**src/rtl/imem_load_arbiter_pkg.sv**
```systemverilog
// Shared definitions for the instruction-ROM load arbiter.
//   state_t      : arbiter FSM states (2-bit encoding)
//   IMEM_ADDR_W  : default prgrom word-address width (pc[15:2])
//   BYTE_LANES   : bytes per 32-bit prgrom word
package imem_load_arbiter_pkg;

    localparam int IMEM_ADDR_W = 14;
    localparam int BYTE_LANES  = 4;

    typedef enum logic [1:0] {
        ST_RUN     = 2'd0,
        ST_LOAD    = 2'd1,
        ST_FLUSH   = 2'd2,
        ST_RELEASE = 2'd3
    } state_t;

endpackage

```
**src/rtl/imem_load_arbiter_word_assembler.sv**
```systemverilog
// Packs little-endian UART bytes into 32-bit words.
// Ports:
//   clk, rst      : clock, asynchronous active-low reset
//   clear         : synchronous clear of byte count and lanes
//   byte_valid    : accept byte_in this cycle
//   byte_in       : byte placed in lane byte_cnt (lane 0 = [7:0])
//   flush         : end of stream; emit any partial word and clear
//   word_ready    : this cycle's byte completes a word (combinational)
//   flush_ready   : flush with at least one byte pending (combinational)
//   word          : lanes including this cycle's byte, unused lanes zero
module word_assembler
    import imem_load_arbiter_pkg::*;
(
    input  logic        clk,
    input  logic        rst,
    input  logic        clear,
    input  logic        byte_valid,
    input  logic [7:0]  byte_in,
    input  logic        flush,
    output logic        word_ready,
    output logic        flush_ready,
    output logic [31:0] word
);

    logic [1:0]  byte_cnt;
    logic [1:0]  cnt_next;
    logic [31:0] lanes;

    always_comb begin
        word = lanes;
        if (byte_valid) begin
            word[{byte_cnt, 3'b000} +: 8] = byte_in;
        end
        cnt_next    = byte_valid ? byte_cnt + 2'd1 : byte_cnt;
        word_ready  = byte_valid && (byte_cnt == 2'(BYTE_LANES - 1));
        flush_ready = flush && (cnt_next != 2'd0);
    end

    always_ff @(posedge clk or negedge rst) begin
        if (!rst) begin
            byte_cnt <= '0;
            lanes    <= '0;
        end else if (clear || flush || word_ready) begin
            // Lanes are zeroed after every emitted word so a later partial
            // word carries zeros in its unused upper lanes.
            byte_cnt <= '0;
            lanes    <= '0;
        end else if (byte_valid) begin
            byte_cnt <= cnt_next;
            lanes    <= word;
        end
    end

endmodule

```
**src/rtl/imem_load_arbiter.sv**
```systemverilog
// Instruction-ROM port arbiter: shares prgrom between CPU fetch and a UART
// program loader, holding the CPU in reset while a program is loaded.
// Ports:
//   clk, rst          : clock, asynchronous active-low reset
//   load_req          : level request for load mode (edge-qualified in RUN)
//   uart_byte_valid   : strobe, uart_byte valid
//   uart_byte         : received byte, little-endian within each word
//   uart_done         : strobe, loader finished
//   fetch_addr        : CPU fetch word address
//   mem_addr          : prgrom address (fetch_addr in RUN, else load address)
//   mem_we, mem_wdata : prgrom write port, one pulse per word
//   cpu_rst_n         : active-low CPU reset, low while loading
//   loading           : high in LOAD and FLUSH
//   words_loaded      : words written in the current/last session
//   overflow          : sticky per session, byte arrived after last word written
module imem_load_arbiter
    import imem_load_arbiter_pkg::*;
#(
    parameter int ADDR_W = IMEM_ADDR_W,
    parameter int DEPTH  = 1 << ADDR_W
) (
    input  logic              clk,
    input  logic              rst,
    input  logic              load_req,
    input  logic              uart_byte_valid,
    input  logic [7:0]        uart_byte,
    input  logic              uart_done,
    input  logic [ADDR_W-1:0] fetch_addr,
    output logic [ADDR_W-1:0] mem_addr,
    output logic              mem_we,
    output logic [31:0]       mem_wdata,
    output logic              cpu_rst_n,
    output logic              loading,
    output logic [ADDR_W:0]   words_loaded,
    output logic              overflow
);

    localparam logic [ADDR_W-1:0] LAST_ADDR = ADDR_W'(DEPTH - 1);

    state_t            state;
    logic [ADDR_W-1:0] word_addr;
    logic              load_req_q;
    logic              full;
    logic              full_now;
    logic              asm_byte_valid;
    logic              asm_flush;
    logic              word_ready;
    logic              flush_ready;
    logic [31:0]       asm_word;

    // The last word counts as full during its own write cycle so a byte
    // arriving right behind it is already dropped.
    assign full_now       = full || (mem_we && (word_addr == LAST_ADDR));
    assign asm_byte_valid = (state == ST_LOAD) && uart_byte_valid && !full_now;
    assign asm_flush      = (state == ST_LOAD) && uart_done;

    assign mem_addr = (state == ST_RUN) ? fetch_addr : word_addr;
    assign loading  = (state == ST_LOAD) || (state == ST_FLUSH);

    word_assembler u_word_assembler (
        .clk         (clk),
        .rst         (rst),
        .clear       (state == ST_RUN),
        .byte_valid  (asm_byte_valid),
        .byte_in     (uart_byte),
        .flush       (asm_flush),
        .word_ready  (word_ready),
        .flush_ready (flush_ready),
        .word        (asm_word)
    );

    always_ff @(posedge clk or negedge rst) begin
        if (!rst) begin
            state        <= ST_RUN;
            mem_we       <= 1'b0;
            mem_wdata    <= '0;
            word_addr    <= '0;
            words_loaded <= '0;
            overflow     <= 1'b0;
            full         <= 1'b0;
            cpu_rst_n    <= 1'b0;
            // Treated as already high so a request held through reset must
            // drop before it can start a new session.
            load_req_q   <= 1'b1;
        end else begin
            load_req_q <= load_req;
            mem_we     <= 1'b0;

            // Post-write bookkeeping for the word written this cycle; the
            // address sticks at the last word instead of wrapping.
            if (mem_we) begin
                words_loaded <= words_loaded + (ADDR_W + 1)'(1);
                if (word_addr == LAST_ADDR) begin
                    full <= 1'b1;
                end else begin
                    word_addr <= word_addr + ADDR_W'(1);
                end
            end

            case (state)
                ST_RUN: begin
                    cpu_rst_n <= 1'b1;
                    if (load_req && !load_req_q) begin
                        state        <= ST_LOAD;
                        cpu_rst_n    <= 1'b0;
                        word_addr    <= '0;
                        words_loaded <= '0;
                        overflow     <= 1'b0;
                        full         <= 1'b0;
                    end
                end
                ST_LOAD: begin
                    // A partial word is issued on the uart_done edge so its
                    // write lands in the single FLUSH cycle.
                    if (word_ready || flush_ready) begin
                        mem_we    <= 1'b1;
                        mem_wdata <= asm_word;
                    end
                    if (uart_byte_valid && full_now) begin
                        overflow <= 1'b1;
                    end
                    if (uart_done) begin
                        state <= ST_FLUSH;
                    end
                end
                ST_FLUSH: begin
                    state <= ST_RELEASE;
                end
                ST_RELEASE: begin
                    state     <= ST_RUN;
                    cpu_rst_n <= 1'b1;
                end
                default: begin
                    state <= ST_RUN;
                end
            endcase
        end
    end

endmodule

```
**config.mk**
```make
export PLATFORM = sky130hd
export DESIGN_NAME = imem_load_arbiter
export DESIGN_NICKNAME = d
export VERILOG_FILES = /design/src/rtl/imem_load_arbiter_pkg.sv /design/src/rtl/imem_load_arbiter_word_assembler.sv /design/src/rtl/imem_load_arbiter.sv
export SDC_FILE = /design/constraint.sdc
export NUM_CORES = 1
export LEC_CHECK = 0
export ABC_AREA = 1
export BUFFER_PORTS_ARGS = -buffer_cell sky130_fd_sc_hd__buf_2
export CORE_MARGIN = 10
export CORE_UTILIZATION = 56
export CTS_CLUSTER_SIZE = 40
export DETAILED_ROUTE_END_ITERATION = 12
export PLACE_DENSITY = 0.89
export SYNTH_ARGS = -nofsm -noshare
export SYNTH_HDL_FRONTEND = slang
export SYNTH_SLANG_ARGS = --single-unit
```
**constraint.sdc**
```tcl
create_clock -name clk -period 2.6 [get_ports clk]
set_clock_uncertainty 0.15 [all_clocks]
set_input_delay 0.52 -clock clk [delete_from_list [all_inputs] [get_ports clk]]
set_output_delay 0.52 -clock clk [all_outputs]
set_load 0.1 [all_outputs]
```
==> impl_metrics.json, run 1 <==
{
  "ys_seq_area_frac": 0.496,
  "hpwlAfterDp_mm": 9.44,
  "antenna_found_initial": 0,
  "setup-tns-final_ns": 0,
  "fmax_ghz": 0.406,
  "core_area_mm2": 0.00885,
  "power.leakage_nw": 3.20,
  "ir_drop_uv": 742,
  "cts_root_buf": "clkbuf_8",
  "setup_ws_ns": 0.136,
  "grt_max_degree": 51,
  "end_kind": "output port",
  "cts_made_buffers": 9,
  "wl_mm": 13.2,
  "drive_gt1_frac": 0.187,
  "setup_viol_count_final": 0,
  "crit_required_ns": 1.93,
  "layoutNonFillerInstCount": 857,
  "power_density_mw_per_mm2": 1190,
  "wl_per_cell_um": 15.3,
  "first_pass_iters": 5,
  "route.detailed.drc": 0,
  "slew_violations": 0,
  "port_buffers": 91,
  "dp_cells": 836,
  "synth_nets": 691,
  "arrival_ns": 1.79,
  "ys_warn_count": 0,
  "syn_to_final_growth_pct": 19.8,
  "post-route-util": 0.696,
  "ys_seq_elements": 102,
  "finalHoldViolCount": 0,
  "grt_pass1_vias": 4645,
  "path_max_fanout": 11,
  "status": "finished, final reports clean",
  "fillers": 664,
  "hold_path.class": "in -> reg",
  "drt_iter0_markers": 378,
  "period_minus_slack_ns": 2.46,
  "grt_pass1_wl_mm": 21.4,
  "yosysUniqueCellTypes": 28,
  "netlist_instances": 653,
  "die_w_um": 116,
  "rsz0062_at_grt": "no",
  "gr-total-overflow": 0,
  "worstMarginPinSlew_ns": 0.500,
  "postRouteAntennaNets": 0,
  "io_pins": 92,
  "initial_core_util": 0.581,
  "viasPerCell": 5.42,
  "clk_latency_ns": 0.37,
  "cts-htree-levels": 3,
  "netlist_area_mm2": 0.00514,
  "vias": 4644,
  "cap_violations": 0,
  "antennaDiodeCount": 0,
  "path_class": "reg -> out",
  "dieArea_mm2": 0.0134,
  "finalCritPeriodShare": 0.948,
  "nNetsFinal": 782,
  "grt_usage": 0.196,
  "rows": 34,
  "syn_area_per_cell_um2": 7.88,
  "cts_tree": "yes",
  "gp_congestion": 0.926,
  "relSlewSlack": 0.669,
  "die_y_um": 116,
  "pre_cts_ws_ns": 0.166,
  "clkSinkCount": 102,
  "clockBufferDepth": 2,
  "clk_pin_slew_ns": 0.10,
  "startpoint_type": "flop"
}
-- what timing repair did --
action | in CTS | in global routing
setup endpoints to repair | 9 | 44
hold endpoints to repair | 22 | 0
hold buffers | 1 | 0
buffers inserted | 0 | 3
gates resized for setup | 2 | 5
cloned | 0 | 1
pin swaps | 0 | 2
-- path summary, 6_finish.rpt --
check | startpoint | to | slack, ns | cells after the start
setup / recovery | state[1]$_DFFE_PN0P_ | mem_addr[13] | 0.14 | 6
hold / removal | load_req | load_req_q$_DFF_PN1_ | 0.10 | 1
setup reg to reg | word_addr[0]$_DFF_PN0_ | mem_wdata[24]$_DFFE_PN0P_ | 0.21 | 14
hold reg to reg | u_word_assembler.lanes[24]$_DFFE_PN0P_ | u_word_assembler.lanes[24]$_DFFE_PN0P_ | 0.36 | 2
max in group asynchronous | rst | u_word_assembler.lanes[18]$_DFFE_PN0P_ | 1.18 | 3
min in group asynchronous | rst | mem_wdata[3]$_DFFE_PN0P_ | 0.43 | 2
-- where the power goes --
part           internal, mW  switching [mW]  total (mW)
registers              1.84           0.192        2.04
clock network         0.554           0.568        1.12
logic                 0.967            3.19        4.16
-- layout by cell type, fill, tap and decap left out, types with 2 or more instances in the layout --
cell type    n
ha_1        10
nand2_4      5
nor2_1      86
nand2_1    169
nand4_1      4
buf_2       77
buf_12      15
o21ai_0     36
inv_6        3
a21oi_1     24
nand3_1     67
dfrtp_1    101
xor2_1      10
nand2_8      2
or2_2        2
xnor2_1      2
inv_1       72
inv_2        2
bufinv_16    2
buf_4       13
nand2_2      2
nor3_1       6
clkbuf_8     9
o21ai_1     17
-- logic make-up after synthesis --
kind of cell,share of synthesized area
buffers and inverters,0.0914
AO/OA/AOI/OAI,0.0778
adder cells (fa/ha/maj),0.0268
flip-flops,0.496
AND/OR/NAND/NOR,0.287
XOR/XNOR,0.0204
-- flip-flops by register name (all words and copies together) (netlist names) --
| register | cells |
|---|---|
| u_word_assembler.byte_cnt | 2 |
| u_word_assembler.lanes | 32 |
| state | 2 |
| overflow | 1 |
| mem_we | 1 |
| words_loaded | 15 |
| word_addr | 14 |
| full | 1 |
| load_req_q | 1 |
| cpu_rst_n | 1 |
| mem_wdata | 32 |
-- worst max-delay path, cell delays in order, from the launching register on --
cell and delay [ns]:
dfrtp_1 0.40, inv_1 0.11, ha_4 0.21, inv_1 0.15, nand2_1 0.08, nand2_1 0.06
buf_2 0.42
-- through the flow --
stage / hold slack (ns) / cell area [µm²] / power (mW)
3_3_place_gp: 0.284 / 5860 / 6.01
5_1_grt: 0.0753 / 6160 / 7.67
2_1_floorplan: 0.0744 / 5140 / 5.12
6_report: 0.103 / 6160 / 7.32
3_5_place_dp: 0.292 / 5860 / 6.12
4_1_cts: 0.0882 / 6100 / 7.27
-- area by class of cell --
cell class | instances | area, µm² | share of cell area
inverters | 74 | 278 | 0.0451
clock inverters | 7 | 103 | 0.0166
clock buffers | 9 | 124 | 0.0201
well taps | 108 | 135 | 0.0219
multi-input cells | 450 | 2160 | 0.351
repair buffers | 107 | 805 | 0.131
flip-flops and latches | 102 | 2550 | 0.414
-- cell usage after synthesis (all sizes together) --
master	n	share of area
a21oi	24	0.023
o21ai	53	0.052
ha	11	0.027
o211ai	1	0.0015
inv	74	0.054
nor3	6	0.0058
xnor2	2	0.0034
nor4	1	0.0012
nor2	88	0.066
buf	17	0.029
dfstp	1	0.0051
nand4	4	0.0049
or2	2	0.0024
a211oi	1	0.0015
clkbuf	11	0.0080
xor2	10	0.017
nand2	177	0.14
and3	1	0.0012
dfrtp	101	0.49
nand3	68	0.067
-- layer usage --
metal  track usage  up-vias  routed length (µm)
li1              -     2236                   -
met5             0        -                   0
met3        0.0532       25                 976
met1         0.227     2196                5110
met4        0.0692        0                 237
met2         0.342      187                6830
(Power assumes the default switching activity.)
==> run 2: changes to the inputs <==
- SYNTH_HIERARCHICAL: default -> 1
==> impl_metrics.json, run 2 <==
{
  "power.leakage_nw": 3.62,
  "fmax_ghz": 0.409,
  "power_density_mw_per_mm2": 965,
  "met2_usage": 0.348,
  "antenna_found_initial": 0,
  "met3_usage": 0.0464,
  "hold_depth": 1,
  "synth_top_area_cell": "dfrtp_1",
  "clk_latency_ns": 0.37,
  "yosysMostFrequentCell": "nand2_1",
  "drt_iter0_markers": 350,
  "ys_seq_area_frac": 0.483,
  "vias": 4807,
  "clk_pin_slew_ns": 0.10,
  "netlist_instances": 698,
  "crit_family": "buffers and inverters",
  "path_class": "reg -> out",
  "grt_pass1_wl_mm": 21.9,
  "gp_congestion": 0.942,
  "async_flop_share": 1.00,
  "synth_nets": 736,
  "hpwlAfterDp_mm": 9.79,
  "viasPerCell": 5.29,
  "synth_edf_count": 0,
  "postRouteAntennaNets": 0,
  "cpPeakStageDelay_ns": 0.42,
  "grt_pass1_vias": 4797,
  "io_pins": 92,
  "worst-path-buf-inv": 3,
  "synth_top_area_frac": 0.478,
  "synth_common_cells": "nand2_1 (255), dfrtp_1 (101), nor2_1 (82)",
  "syn_to_final_growth_pct": 21.2,
  "drive_gt1_frac": 0.224,
  "port_buffers": 91,
  "relSlewSlack": 0.645,
  "status": "finished, final reports clean",
  "startpoint_type": "flop",
  "die_y_um": 117,
  "clockBufferDepth": 2,
  "wl_mm": 13.1,
  "synth.area.top_cells": "dfrtp_1 (48%), nand2_1 (18%), nor2_1 (5.8%), inv_1 (4.5%), nand3_1 (2.7%)",
  "nNetsFinal": 831,
  "cts_made_buffers": 9,
  "end_kind": "output port",
  "grt_usage": 0.196,
  "finalHoldViolCount": 0,
  "cts_tree": "yes",
  "cap_violations": 0,
  "reg2regPathDepth": 16,
  "crit_required_ns": 1.93,
  "worstMarginPinSlew_ns": 0.531,
  "final_common_cell": "nand2_1",
  "wl_per_cell_um": 14.4,
  "rsz0062_at_grt": "yes",
  "arrival_ns": 1.78,
  "crit_cells": 6,
  "clkSinkCount": 102,
  "antennaDiodeCount": 0,
  "first_pass_iters": 5,
  "initial_core_util": 0.575,
  "total_power_mw": 6.18,
  "critical-path-slowest-cell": "dfrtp_1",
  "grt_max_degree": 39,
  "route.detailed.drc": 0,
  "rows": 35,
  "hold_path.class": "in -> reg",
  "final_cell_mix": "nand2_1 (253), dfrtp_1 (100), nor2_1 (81)",
  "grt.busiest_layer": "met2",
  "crit_chain": "inv_1 > ha_1 > buf_8 > nand2_1 > o21ai_1 > buf_12",
  "grtUsageMet1": 0.229,
  "synth_ff_type": "dfrtp_1",
  "slew_violations": 0,
  "ys_warn_count": 6,
  "gr-total-overflow": 0,
  "cts-htree-levels": 3,
  "dieArea_mm2": 0.0137,
  "reg_top3": "mem_wdata: 32 flops, u_word_assembler/lanes: 32 flops, words_loaded: 15 flops",
  "core_area_mm2": 0.00920,
  "setup-tns-final_ns": 0,
  "syn_area_per_cell_um2": 7.57,
  "ir_drop_uv": 798,
  "ys_seq_elements": 102,
  "yosysUniqueCellTypes": 31,
  "setup_viol_count_final": 0,
  "cts_root_buf": "clkbuf_8",
  "path_max_fanout": 27,
  "finalCritPeriodShare": 0.941,
  "period_minus_slack_ns": 2.45,
  "fillers": 707,
  "die_w_um": 117,
  "netlist_area_mm2": 0.00529
}
## run 2: routing by layer
metal  part of all wire  wire length, µm  vias to the layer above
li1                   -                -                     2348
met1               0.40             5250                     2257
met2               0.51             6650                      180
met3              0.073              959                       22
met4              0.016              203                        0
met5                  0                0                        -
## run 2: worst reg2reg max path, cell delays in order (launching register included)
cell	delay, ns
dfrtp_1	0.40
ha_2	0.21
nand2_2	0.09
nor2_4	0.03
nand2_1	0.07
inv_2	0.05
nand4_1	0.11
nand2_2	0.10
nor2_4	0.22
buf_12	0.16
nand2_4	0.07
inv_1	0.09
buf_4	0.18
nand3_2	0.13
o22ai_1	0.18
nand2_1	0.09
nand2_1	0.05
## run 2: power by group
part           leakage (nW)  total, mW  internal (mW)  switching (mW)
logic                  2.10       3.27          0.835            2.44
registers              1.41       1.84           1.74           0.102
clock network         0.108       1.07          0.467           0.602
total                  3.62       6.18           3.04            3.14
## run 2: worst paths after layout
check	from	end	slack (ns)
worst max register to register	word_addr[0]$_DFF_PN0_	mem_wdata[29]$_DFFE_PN0P_	0.17
max in group asynchronous	rst	mem_wdata[29]$_DFFE_PN0P_	1.03
worst max-delay path	state[1]$_DFFE_PN0P_	mem_addr[3]	0.15
worst min register to register	mem_wdata[29]$_DFFE_PN0P_	mem_wdata[29]$_DFFE_PN0P_	0.33
min in group asynchronous	rst	word_addr[10]$_DFF_PN0_	0.50
worst min-delay path	load_req	load_req_q$_DFF_PN1_	0.1
## run 2: metrics by stage
step / setup WS [ns] / area, µm² / std cells / hold slack [ns] / util
after floorplan: -0.422 / 5290 / 698 / 0.0744 / -
after global placement: 0.111 / 6110 / 891 / 0.308 / 0.665
after detailed placement: -0.103 / 6110 / 891 / 0.310 / 0.665
after CTS: 0.0342 / 6340 / 908 / 0.0903 / 0.689
after global routing: -0.00561 / 6410 / 909 / 0.0847 / 0.697
final: 0.154 / 6410 / 909 / 0.0989 / 0.697
## run 2: final cells by class
cell class                      instances  area [µm²]  area share
Timing Repair Buffer                  107         861       0.134
Clock buffer                            9         124      0.0193
Clock inverter                          7        87.6      0.0137
Tap cell                              111         139      0.0217
Inverter                               82         308      0.0480
Sequential cell                       102        2550       0.399
Multi-Input combinational cell        491        2330       0.364
## run 2: what timing repair did
item / in CTS / in global routing
hold buffers: 1 / 0
buffers inserted: 0 / 1
gates resized for setup: 2 / 17
pin swaps: 0 / 3
endpoints found under the setup margin: 32 / 45
hold endpoints to repair: 35 / 0
## run 2: cell families (layout without fill, tap and decap cells)
| family | count (synthesis) | count (layout) | synth area share |
|---|---|---|---|
| AND/OR/NAND/NOR | 414 | 414 | 0.330 |
| buffers and inverters | 105 | 205 | 0.0850 |
| flip-flops | 102 | 102 | 0.483 |
| AO/OA/AOI/OAI | 62 | 62 | 0.0693 |
| adder cells (fa/ha/maj) | 11 | 11 | 0.0260 |
| XOR/XNOR | 4 | 4 | 0.00663 |
